$ cat src/rtl/fetch_unit.sv
// Instruction fetch stage: owns the fetch PC, pairs returned instructions with their PC and
// absorbs decode back-pressure with a one-entry hold buffer. FETCH_TRAP_EN enables trap redirect.
module fetch_unit #(
  parameter logic [31:0] RESET_PC    = 32'h0000_0000
`ifdef FETCH_TRAP_EN
  ,
  parameter logic [31:0] TRAP_VECTOR = 32'h0000_0100
`endif
) (
  input  logic        i_clk,
  input  logic        i_rst_n,
  output logic [31:0] o_pc,
  input  logic [31:0] i_insn,
  input  logic        i_imem_exception,
  input  logic        i_redirect_valid,
  input  logic [31:0] i_redirect_pc,
  output logic        o_valid,
  input  logic        i_ready,
  output logic [31:0] o_insn,
  output logic [31:0] o_insn_pc,
  output logic        o_exception
`ifdef FETCH_TRAP_EN
  ,
  output logic [31:0] o_trap_pc
`endif
);

  localparam logic        ST_RUN  = 1'b0;
  localparam logic        ST_HOLD = 1'b1;
  localparam logic [31:0] NOP     = 32'h0000_0013;

  logic        r_state;
  logic [31:0] r_fetch_pc;
  logic        r_valid;
  logic [31:0] r_pc;
  logic        r_exc;
  logic [31:0] r_h_insn;
  logic [31:0] r_h_pc;
  logic        r_h_exc;

  logic        w_hold;
  logic        w_valid;
  logic [31:0] w_insn;
  logic [31:0] w_insn_pc;
  logic        w_exc;
  logic        w_capture;
  logic        w_advance;
  logic [31:0] w_next_pc;

  assign w_hold    = (r_state == ST_HOLD);
  assign w_valid   = (w_hold | r_valid) & ~i_redirect_valid;
  assign w_insn    = w_hold ? r_h_insn : (r_exc ? NOP : i_insn);
  assign w_insn_pc = w_hold ? r_h_pc : r_pc;
  assign w_exc     = w_hold ? r_h_exc : r_exc;

  // Capture only from RUN; the redirect term is already folded into w_valid.
  assign w_capture = ~w_hold & w_valid & ~i_ready;
  assign w_advance = ~i_redirect_valid & (w_hold ? i_ready : ~w_capture);

`ifdef FETCH_TRAP_EN
  logic [31:0] r_trap_pc;

  assign w_next_pc = i_imem_exception ? TRAP_VECTOR : r_fetch_pc + 32'd4;
  assign o_trap_pc = r_trap_pc;

  always_ff @(posedge i_clk or negedge i_rst_n) begin
    if (!i_rst_n) begin
      r_trap_pc <= 32'h0000_0000;
    end else if (w_advance && i_imem_exception) begin
      r_trap_pc <= r_fetch_pc;
    end
  end
`else
  assign w_next_pc = r_fetch_pc + 32'd4;
`endif

  always_ff @(posedge i_clk or negedge i_rst_n) begin
    if (!i_rst_n) begin
      r_state    <= ST_RUN;
      r_fetch_pc <= RESET_PC;
      r_valid    <= 1'b0;
      r_pc       <= 32'h0000_0000;
      r_exc      <= 1'b0;
      r_h_insn   <= 32'h0000_0000;
      r_h_pc     <= 32'h0000_0000;
      r_h_exc    <= 1'b0;
    end else if (i_redirect_valid) begin
      r_state    <= ST_RUN;
      r_fetch_pc <= i_redirect_pc;
      r_valid    <= 1'b0;
    end else if (w_capture) begin
      // The fetch in flight is dropped; pc is held so it is re-issued on release.
      r_state  <= ST_HOLD;
      r_valid  <= 1'b0;
      r_h_insn <= w_insn;
      r_h_pc   <= w_insn_pc;
      r_h_exc  <= w_exc;
    end else if (w_advance) begin
      r_state    <= ST_RUN;
      r_valid    <= 1'b1;
      r_pc       <= r_fetch_pc;
      r_exc      <= i_imem_exception;
      r_fetch_pc <= w_next_pc;
    end
  end

  assign o_pc        = r_fetch_pc;
  assign o_valid     = w_valid;
  assign o_insn      = w_insn;
  assign o_insn_pc   = w_insn_pc;
  assign o_exception = w_exc;

endmodule

$ cat config.mk
export PLATFORM = sky130hd
export DESIGN_NAME = fetch_unit
export DESIGN_NICKNAME = d
export VERILOG_FILES = /design/src/rtl/fetch_unit.sv
export SDC_FILE = /design/constraint.sdc
export NUM_CORES = 1
export LEC_CHECK = 0
export BUFFER_PORTS_ARGS = -buffer_cell sky130_fd_sc_hd__buf_2
export CAP_MARGIN = 20
export CORE_ASPECT_RATIO = 1.4
export CORE_UTILIZATION = 48
export DETAILED_ROUTE_END_ITERATION = 8
export GPL_TIMING_DRIVEN = 0
export PLACE_DENSITY_LB_ADDON = 0.25
export SYNTH_ARGS = -nofsm -noshare
export SYNTH_HDL_FRONTEND = slang
export SYNTH_SLANG_ARGS = --single-unit
$ cat constraint.sdc
create_clock -name i_clk -period 2 [get_ports i_clk]
set_clock_uncertainty 0.05 [all_clocks]
set_input_delay 0.4 -clock i_clk [delete_from_list [all_inputs] [get_ports i_clk]]
set_output_delay 0.4 -clock i_clk [all_outputs]
set_load 0.005 [all_outputs]
* After elaboration in Yosys (flattened, before gate mapping)
Cells that the tools add are included.
Storage, ports and cells: word-level logic and storage cells 38, output and inout port bits 98, bits in registers 132
Operators by class: reduce and logical (&&, ||, !) cells 5, mux-type cells 14, bitwise gates (word level) 9, equal/unequal tests 1, $add $sub $neg 1
Operators by type and width (count):
- two-way mux 32 bit | 6
- adder 32 x 3 -> 32 bit (second input constant) | 1
- two-way mux 1 bit | 8
- AND 1 bit | 4
- inverter 1 bit | 4
- AND reduction 2 bit | 2
- AND reduction 3 bit | 1
- nonzero test 3 bit | 1
- inequality test 2 bit (second input constant) | 1
- nonzero test 2 bit | 1
- bitwise OR 1 bit | 1

* Longest topological paths before layout
word-level depth 10, mapped depth 7

* Worst setup path before layout
Ideal clock, no wire load.
path type flip-flop to flip-flop, start register r_fetch_pc[2], in the netlist o_pc[2], end register r_fetch_pc[28], in the netlist o_pc[28], library setup time 0.082 ns, arrival 1.956 ns, required time 1.868 ns, path buffers 1, cell stages (with the launch flop) 7, setup slack -0.088 ns, cells stage by stage dfrtp_1 ha_1 nand4_1 or3_1 buf_2 or4_1 a31oi_1
Between the ends: cells in the longest elaborated chain, start to end 4
RTL lines:
- start, declared | RTL line 33 | logic [31:0] r_fetch_pc;
- start signal, assigned | RTL line 89 | r_fetch_pc <= i_redirect_pc;
- start signal, assigned | RTL line 103 | r_fetch_pc <= w_next_pc;
- adder 32 x 3 -> 32 bit | RTL line 74 | assign w_next_pc = r_fetch_pc + 32'd4;
- two-way mux 32 bit | RTL line 98 | end else if (w_advance) begin
- two-way mux 32 bit | RTL line 91 | end else if (w_capture) begin
- two-way mux 32 bit | RTL line 87 | end else if (i_redirect_valid) begin
Every way passes these cells. The select of a mux whose other input is x is not followed. A chain may end at the register's enable or synchronous reset.

* Final worst setup path
start register r_fetch_pc[2], in the netlist o_pc[2], end register r_fetch_pc[20], in the netlist o_pc[20]
The elaborated chain is that of the path after synthesis.

==> run metrics <==
r2r endpoint=o_pc[20]; DR vias/cell=5.74; Hold WS=0.155 ns; final hold viol count=0; Psw=0.00243 W; outcome=finished, violations left; DIE AREA=13700 um^2; die width=99.1 um; Reg clk slew, reported paths=0.06 ns; DRT Pass-1 Iters=5; mapped cell area=6330 um^2; Crit Path Max Fanout=5; synthesis warning total=0; slowest stage delay, CP=0.47 ns; CP startpoint kind=register; most common library cell in the layout ignoring fill and taps=buf_2; Reg power frac=0.397; delay-heaviest family, CP=simple AND/OR/NAND/NOR gates; P_int=0.00683 W; number of I/O port buffers=165; Power Density=1030 nW/um^2; share of layout cells above drive strength 1=0.496; Min Clock Period, post-route=2.13 ns; Placer Congestion=0.856; Longest Clk Path Bufs=2; Worst VDD drop=652 uV; # diodes=0; DP HPWL=12100 um; Design Area, Final=9000 um^2; slew margin rel.=0.537; Distinct cells, synth=45; clock share of power=0.379; Leak Pwr=4.18 nW; die height=138 um; final max-slew violation count=0; placed inst area=7390 um^2; Bufs and invs on worst path=1; Antenna Nets Post-Route=0; Worst Slack Setup Final=-0.131 ns; Reg2Reg Depth=6; core box area=12900 um^2; combinational share of power=0.224; RSZ-0062 raised after global routing=yes; Mean Syn Cell Area=10.2 um^2; predominant post-synthesis flop cell=dfrtp_1; Worst-Skew Late Latency=0.41 ns; worst reg2reg setup slack=-0.13 ns; hold_sp=i_redirect_pc[4]; Setup-failing EPs final=68; WP data required=2.28 ns; Vias=5762; hold path depth=3; TritonCTS clock tree=built; Fillers=947; FF+latch area=3330 um^2; first-pass GRT wire length=27600 um; row cnt=49; clock sink count=132; CP max stage cell=or4_1; max cap viols=0; Synth Net Count=692; post-place setup slack=-0.457 ns; pin count of the biggest net entering global routing=104; Critical R2R Launch=o_pc[2]; DR WL/cell=18.1 um; Post-synth ARST share=1.00; Worst Hold Path EP=o_pc[4]; CTS root buffer=clkbuf_16; initial antenna violation count=0; commonest non-fill, non-tap cells in the layout=buf_2 (142), nand2_1 (125), dfrtp_1 (113), mux2_2 (72), o21ai_0 (50); DRC viols=0; number of DRC markers in iteration 0=282; Cells after Synth=622; drt total wl=18200 um; register bit total from synthesis=132; final clock period utilization by the worst path=1.07; Seq/Total Area, Yosys=0.522; cts bufs inserted=17; Setup crit end kind=register; worst slew pin tran=0.690 ns; Worst Path Class, Setup=reg -> reg; io pins=167; fmax=469 MHz; footprint of the multi-input gates=3150 um^2; H-tree Lvls=4; type of the tightest min-delay check=in -> reg; Net Sw Frac=0.262; CP Data Arrival Time=2.41 ns; vias in the first global route=5467; Tot GR Track Use=0.262; crit path cell chain=ha_4 > nand4_1 > or3_4 > buf_6 > or4_1 > a31oi_1; grt total ovfl=0; failing checks=negative setup slack; Initial Utilization=0.492; Nets=909; Area growth syn-to-layout=42.1%; EDFF count, synth=0
-- synth_stat cells (all sizes together) (4+ instances only) --
cell type	count	share of area
inv	9	0.0053
nor3	11	0.0087
dfrtp	132	0.52
nand4	11	0.012
nand3	11	0.0095
xnor2	5	0.0069
nor2	24	0.014
or4	14	0.017
xor2	4	0.0055
o21ai	52	0.041
clkbuf	27	0.016
nand2	146	0.087
o31ai	9	0.011
buf	11	0.0085
mux2	94	0.17
or3	9	0.0089
a31oi	15	0.015
a21oi	7	0.0055
-- power groups by stage --
stage | combinational, W | sequential [W] | clock, W
6_report | 0.00208 | 0.00368 | 0.00351
5_1_grt | 0.00227 | 0.00375 | 0.00368
4_1_cts | 0.00175 | 0.00366 | 0.00355
3_5_place_dp | 0.00161 | 0.00369 | 0
3_3_place_gp | 0.00154 | 0.00364 | 0
2_1_floorplan | 0.000994 | 0.00357 | 0
-- worst register-to-register path, stage by stage (launching register included) --
cell     delay (ns)
dfrtp_2        0.39
ha_4           0.14
nand4_1        0.22
or3_4          0.46
buf_6          0.14
or4_1          0.47
a31oi_1        0.18
-- flip-flops by register name (all words and copies together), names as in the netlist --
name      flops
o_pc         32
r_exc         1
r_h_exc       1
r_h_insn     32
r_h_pc       32
r_pc         32
r_state       1
r_valid       1
-- metal layers --
layer | up-vias | track usage | part of all wire
met3 | 41 | 0.0529 | 0.056
met4 | 0 | 0.122 | 0.028
met1 | 2843 | 0.306 | 0.39
met5 | - | 0 | 0
met2 | 245 | 0.463 | 0.53
li1 | 2633 | - | -
-- per-stage QoR --
step | cells | power (W) | setup TNS (ns) | utilization
after floorplan | 622 | 0.00457 | -0.0966 | -
after global placement | 940 | 0.00517 | -194.80 | 0.572
after global routing | 1004 | 0.00970 | -7.05 | 0.699
final | 1004 | 0.00926 | -2.75 | 0.699
after detailed placement | 941 | 0.00530 | -40.77 | 0.574
after CTS | 997 | 0.00896 | -5.77 | 0.660
-- what timing repair did --
action | CTS | global route
endpoints found under the setup margin | 169 | 149
endpoints found under the hold margin | 29 | 0
buffers inserted | 25 | 10
hold buffers | 1 | 0
resized for setup | 81 | 114
cloned | 2 | 1
pin swaps | 18 | 22
-- area by class of cell --
type / count / area share
sequential: 132 / 0.370
multi-input combinational: 443 / 0.350
timing repair buffer: 204 / 0.149
clock buffer: 23 / 0.0553
buffer: 32 / 0.0327
tap: 153 / 0.0213
clock inverter: 8 / 0.0189
inverter: 9 / 0.00375
-- worst max-delay path by stage --
stage,from,end,slack [ns],depth (start not counted)
after global routing,o_pc[2],o_pc[20],-0.19,6
after CTS,r_state,o_insn_pc[22],-0.12,4
final,o_pc[2],o_pc[20],-0.13,6
after detailed placement,i_redirect_valid,r_h_insn[26],-0.46,7
after floorplan,o_pc[2],o_pc[20],-0.07,6
after global placement,i_rst_n,r_h_pc[20],-1.21,1
-- cell families after synthesis --
logic type	Yosys count	share of synthesized area
simple gates	242	0.175
flops	132	0.522
compound gates	96	0.0909
mux	95	0.169
buf+inv	47	0.0298
xor+xnor	9	0.0124
fa+ha+maj	1	0.00198
No activity file was read; power rests on OpenSTA's default activity.
